[config.mk]
export PLATFORM = sky130hd
export DESIGN_NAME = pa_sequencer
export DESIGN_NICKNAME = d
export VERILOG_FILES = /design/src/rtl/pa_pkg.sv /design/src/rtl/tick_gen.sv /design/src/rtl/pa_sequencer.sv
export SDC_FILE = /design/constraint.sdc
export NUM_CORES = 1
export LEC_CHECK = 0
export BUFFER_PORTS_ARGS = -buffer_cell sky130_fd_sc_hd__clkbuf_2
export CELL_PAD_IN_SITES_DETAIL_PLACEMENT = 1
export CELL_PAD_IN_SITES_GLOBAL_PLACEMENT = 1
export CORE_ASPECT_RATIO = 0.8
export CORE_MARGIN = 10
export CORE_UTILIZATION = 47
export CTS_CLUSTER_SIZE = 25
export DETAILED_ROUTE_END_ITERATION = 8
export PLACE_DENSITY = 0.82
export SETUP_SLACK_MARGIN = 0.2
export SLEW_MARGIN = 10
export SYNTH_ARGS = -nofsm -noshare
export SYNTH_HDL_FRONTEND = slang
export SYNTH_SLANG_ARGS = --single-unit
[constraint.sdc]
create_clock -name sysclk -period 4.38 [get_ports sysclk]
set_clock_uncertainty 0.2 [all_clocks]
set_input_delay 0 -clock sysclk [delete_from_list [all_inputs] [get_ports sysclk]]
set_output_delay 0 -clock sysclk [all_outputs]
set_load 0.03 [all_outputs]
[src/rtl/pa_pkg.sv]
// rtl/pa_pkg.sv - shared types and constants for the PA sequencer
package pa_pkg;

    localparam int DW = 4;

    // Opcode encodings must match the alu in top
    localparam logic [2:0] OP_PASS = 3'b000;
    localparam logic [2:0] OP_ADD  = 3'b001;

    typedef enum logic [2:0] {
        S_IDLE  = 3'd0,
        S_ISSUE = 3'd1,
        S_CAPT  = 3'd2,
        S_WAIT  = 3'd3,
        S_DONE  = 3'd4
    } pa_state_t;

endpackage

[src/rtl/tick_gen.sv]
// rtl/tick_gen.sv - step prescaler, one-cycle tick after TICK_DIV enabled cycles since clear
module tick_gen #(
    parameter int TICK_DIV = 125_000_000
) (
    input  logic sysclk,
    input  logic rst,
    input  logic clr,
    input  logic en,
    output logic tick
);

    localparam int CW = (TICK_DIV > 2) ? $clog2(TICK_DIV) : 1;
    localparam logic [CW-1:0] LAST = CW'(TICK_DIV - 1);

    logic [CW-1:0] cnt;

    assign tick = en && (cnt == LAST);

    always_ff @(posedge sysclk) begin
        if (rst || clr) begin
            cnt <= '0;
        end else if (en) begin
            cnt <= tick ? '0 : cnt + CW'(1);
        end
    end

endmodule

[src/rtl/pa_sequencer.sv]
// rtl/pa_sequencer.sv - drives the shared ALU to emit an arithmetic progression, one term per step
module pa_sequencer
    import pa_pkg::*;
#(
    parameter int TICK_DIV = 125_000_000
) (
    input  logic          sysclk,
    input  logic          rst,
    input  logic          start,
    input  logic [DW-1:0] a0,
    input  logic [DW-1:0] r,
    input  logic [DW-1:0] n_terms,
    output logic [2:0]    alu_op,
    output logic [DW-1:0] alu_a,
    output logic [DW-1:0] alu_b,
    input  logic [DW-1:0] alu_f,
    output logic [DW-1:0] term,
    output logic [DW-1:0] index,
    output logic          term_valid,
    output logic          busy,
    output logic          done,
    output logic          ovf
);

    pa_state_t     state, state_d;
    logic [2:0]    op_d;
    logic [DW-1:0] a_d, b_d, term_d, index_d;
    logic [DW-1:0] r_q, r_d, n_q, n_d, count, count_d;
    logic          tv_d, ovf_d, presc_clr, tick;

    tick_gen #(.TICK_DIV(TICK_DIV)) u_tick (
        .sysclk (sysclk),
        .rst    (rst),
        .clr    (presc_clr),
        .en     (state == S_WAIT),
        .tick   (tick)
    );

    assign busy = (state == S_ISSUE) || (state == S_CAPT) || (state == S_WAIT);
    assign done = (state == S_DONE);

    always_comb begin
        state_d   = state;
        op_d      = alu_op;
        a_d       = alu_a;
        b_d       = alu_b;
        term_d    = term;
        index_d   = index;
        tv_d      = 1'b0;
        ovf_d     = ovf;
        r_d       = r_q;
        n_d       = n_q;
        count_d   = count;
        presc_clr = 1'b0;

        case (state)
            S_IDLE, S_DONE: begin
                if (start) begin
                    r_d     = r;
                    n_d     = n_terms;
                    ovf_d   = 1'b0;
                    index_d = '0;
                    count_d = '0;
                    op_d    = OP_PASS;
                    b_d     = '0;
                    if (n_terms == '0) begin
                        state_d = S_DONE;
                        a_d     = '0;
                    end else begin
                        state_d = S_ISSUE;
                        a_d     = a0;
                    end
                end
            end
            S_ISSUE: begin
                // ALU output is valid within this cycle; capture at its closing edge
                term_d  = alu_f;
                tv_d    = 1'b1;
                state_d = S_CAPT;
                if (alu_op == OP_ADD) begin
                    index_d = index + DW'(1);
                    if (({1'b0, term} + {1'b0, r_q}) > 5'd15) begin
                        ovf_d = 1'b1;
                    end
                end
            end
            S_CAPT: begin
                count_d = count + DW'(1);
                if (count_d == n_q) begin
                    state_d = S_DONE;
                    op_d    = OP_PASS;
                    a_d     = '0;
                    b_d     = '0;
                end else begin
                    state_d   = S_WAIT;
                    presc_clr = 1'b1;
                end
            end
            S_WAIT: begin
                if (tick) begin
                    state_d = S_ISSUE;
                    op_d    = OP_ADD;
                    a_d     = term;
                    b_d     = r_q;
                end
            end
            default: begin
                state_d = S_IDLE;
            end
        endcase
    end

    always_ff @(posedge sysclk) begin
        if (rst) begin
            state      <= S_IDLE;
            alu_op     <= OP_PASS;
            alu_a      <= '0;
            alu_b      <= '0;
            term       <= '0;
            index      <= '0;
            term_valid <= 1'b0;
            ovf        <= 1'b0;
            r_q        <= '0;
            n_q        <= '0;
            count      <= '0;
        end else begin
            state      <= state_d;
            alu_op     <= op_d;
            alu_a      <= a_d;
            alu_b      <= b_d;
            term       <= term_d;
            index      <= index_d;
            term_valid <= tv_d;
            ovf        <= ovf_d;
            r_q        <= r_d;
            n_q        <= n_d;
            count      <= count_d;
        end
    end

endmodule

==> flow_summary.ini <==
[yosys]
synthFlopType = dfxtp_1
ys_seq_elements = 61
netlist_area_um2 = 2933
synth_cell_types = 55
seq_area_frac_synth_pct = 41.64
synth_edf_count = 0
ys_warn_count = 0
async_reset_ff_share_pct = 0
synthCells = 316
synth_area_per_cell_um2 = 9.281

[clock_network]
cts_setup_buffers = 0
cts_buffers = 9
cts.sinks = 61
clockBufferDepth = 2
htreeDepth = 3
cts_tree = done
ctsResizeCount = 0
clock_latency_ns = 0.35
path_clk_slew_ns = 0.07
cts-root-buf = clkbuf_8

[sta]
grt_setup_unrepaired = false
final.setup.tns_ns = 0
final.period_utilization_pct = 65.31
timing.fmax_ghz = 0.3496
post-route-min-period_ns = 2.861
relSlewSlack_pct = 29.86
final-setup-viol-count = 0
tightest_slew_ns = 1.052
maxSlewViolCount = 0
hold_viol = 0

[routing]
routed_via_density = 5.506
drt_iter0_markers = 95
wl_um = 8459
drc_errors = 0
drtAntennaViolNets = 0
drt-wirelength-per-cell_um = 18.31
firstDrtPassIters = 4
num_vias = 2544

[pwr]
total_power_mw = 1.643
p_per_area_nw_per_um2 = 465.9
p_leak_nw = 1.454
ir_drop_v = 0.0002801

[global_routing]
grt_pass1_wl_um = 14120
grt_pass1_vias = 2747
overflow = 0
antenna_found_initial = 0
grt_max_degree = 29
gr-usage-all-layers_pct = 18.00

[setup_path]
crit_fanout = 25
cp-start-kind = flop
end_kind = flop
worstPathRequired_ns = 4.37
criticalPathCategory = flop to flop
worstPathArrival_ns = 2.85

[flow_run]
max-cap-violations = 0

[placement]
dp_hpwl_um = 5512
numPortBuffers = 39
place.gp.congestion = 0.7905

[final_layout]
nets = 402
n_antenna_cell = 0
final_common_cell = dfxtp_1
fin_util_pct = 59.04
drive_gt1_share_pct = 21.52
layout_common_cells = dfxtp_1 (61), clkbuf_2 (39), nor2_1 (35)
area_growth_pct = 20.26

[floorplan]
core_region_area_um2 = 5974
die_area_um2 = 9819
die_w_um = 108.3
chipHeight_um = 90.66
start_util_pct = 49.09
io_pins = 42
fp-row-count = 25

[hold_path]
min_path_type = input port to flop

[status]
run_status = completed
==> routing by layer <==
metal | global-route usage (%) | wire (µm)
met5 | 0 | 0
met4 | 5.263 | 101
met3 | 6.633 | 507
met2 | 28.87 | 3994
met1 | 21.82 | 3856
==> synth_stat cells, types with 3 or more instances <==
master / n / area [µm²]
nand3_1: 12 / 60.06
o221a_2: 4 / 45.04
dfxtp_1: 61 / 1221
a221o_1: 4 / 40.04
a21oi_1: 17 / 85.08
o2bb2ai_1: 4 / 35.03
and3_1: 5 / 31.28
buf_6: 3 / 33.78
ha_1: 6 / 75.07
nand4_1: 11 / 68.82
o21ai_0: 6 / 30.03
a211oi_1: 3 / 22.52
mux2i_1: 5 / 50.05
and2_1: 7 / 43.79
inv_1: 4 / 15.01
xnor2_1: 7 / 61.31
clkbuf_1: 6 / 22.52
nand2_1: 32 / 120.1
nor2_1: 35 / 131.4
and4_1: 4 / 35.03
nor2_2: 10 / 62.56
xor2_1: 23 / 201.4
buf_4: 3 / 22.52
nor3_1: 6 / 30.03
==> through the flow <==
stage	cell area (µm²)	worst slack (ns)	hold slack, ns	cells
3_3_place_gp	3108	1.621	0.03017	422
5_1_grt	3527	1.232	0.1037	462
2_1_floorplan	2937	2.223	-0.06403	317
6_report	3527	1.519	0.03218	462
3_5_place_dp	3108	1.536	0.03792	422
4_1_cts	3527	1.494	0.04395	462
==> critical path, stage by stage, from the launching register on <==
cell and delay (ns):
dfxtp_1 0.47, and2b_1 0.25, or2b_2 0.36, a21oi_2 0.41
or3b_1 0.89, nor2_1 0.11
==> sequential cells by signal (all words and copies together), names as in the netlist <==
signal	count
alu_a	4
alu_b	4
alu_op	1
count	4
index	4
n_q	4
ovf	1
r_q	4
state	3
term	4
term_valid	1
u_tick.cnt	27
==> worst paths after layout <==
kind / depth (start not counted) / startpoint / slack (ns) / to
hold reg to reg: 2 / alu_b[0]$_SDFFE_PP0P_ / 0.27 / alu_b[0]$_SDFFE_PP0P_
setup reg to reg: 5 / state[1]$_SDFFE_PP0P_ / 1.52 / u_tick.cnt[17]$_SDFFE_PP0P_
setup / recovery: 5 / state[1]$_SDFFE_PP0P_ / 1.52 / u_tick.cnt[17]$_SDFFE_PP0P_
hold / removal: 2 / rst / 0.03 / term[3]$_SDFFE_PP0P_
==> repair_timing <==
item,CTS,global route
endpoints found under the hold margin,17,0
endpoints found under the setup margin,0,0
hold buffers,24,0
==> area by class of cell <==
cell class | instances | area, µm²
fillers | 696 | 2447
multi-input cells | 236 | 1568
flip-flops and latches | 61 | 1221
repair buffers | 64 | 442.9
clock buffers | 13 | 158.9
well taps | 81 | 101.3
clock inverters | 3 | 20.02
inverters | 4 | 15.01
==> logic make-up after synthesis <==
group | after synthesis | synth area share, %
other | 1 | 0.1279
adders and majority gates | 7 | 3.242
buffers and inverters | 20 | 5.033
AOI/OAI and AO/OA | 45 | 10.88
xor gates and xnor gates | 31 | 9.769
muxes | 5 | 1.707
and+or+nand+nor | 146 | 27.60
DFF | 61 | 41.64
==> power breakdown <==
group          switching, mW  internal [mW]
Sequential            0.0595          0.611
Clock                  0.227          0.236
Combinational          0.330          0.180
Total                  0.617           1.03
Power figures use the tool's default switching activity.
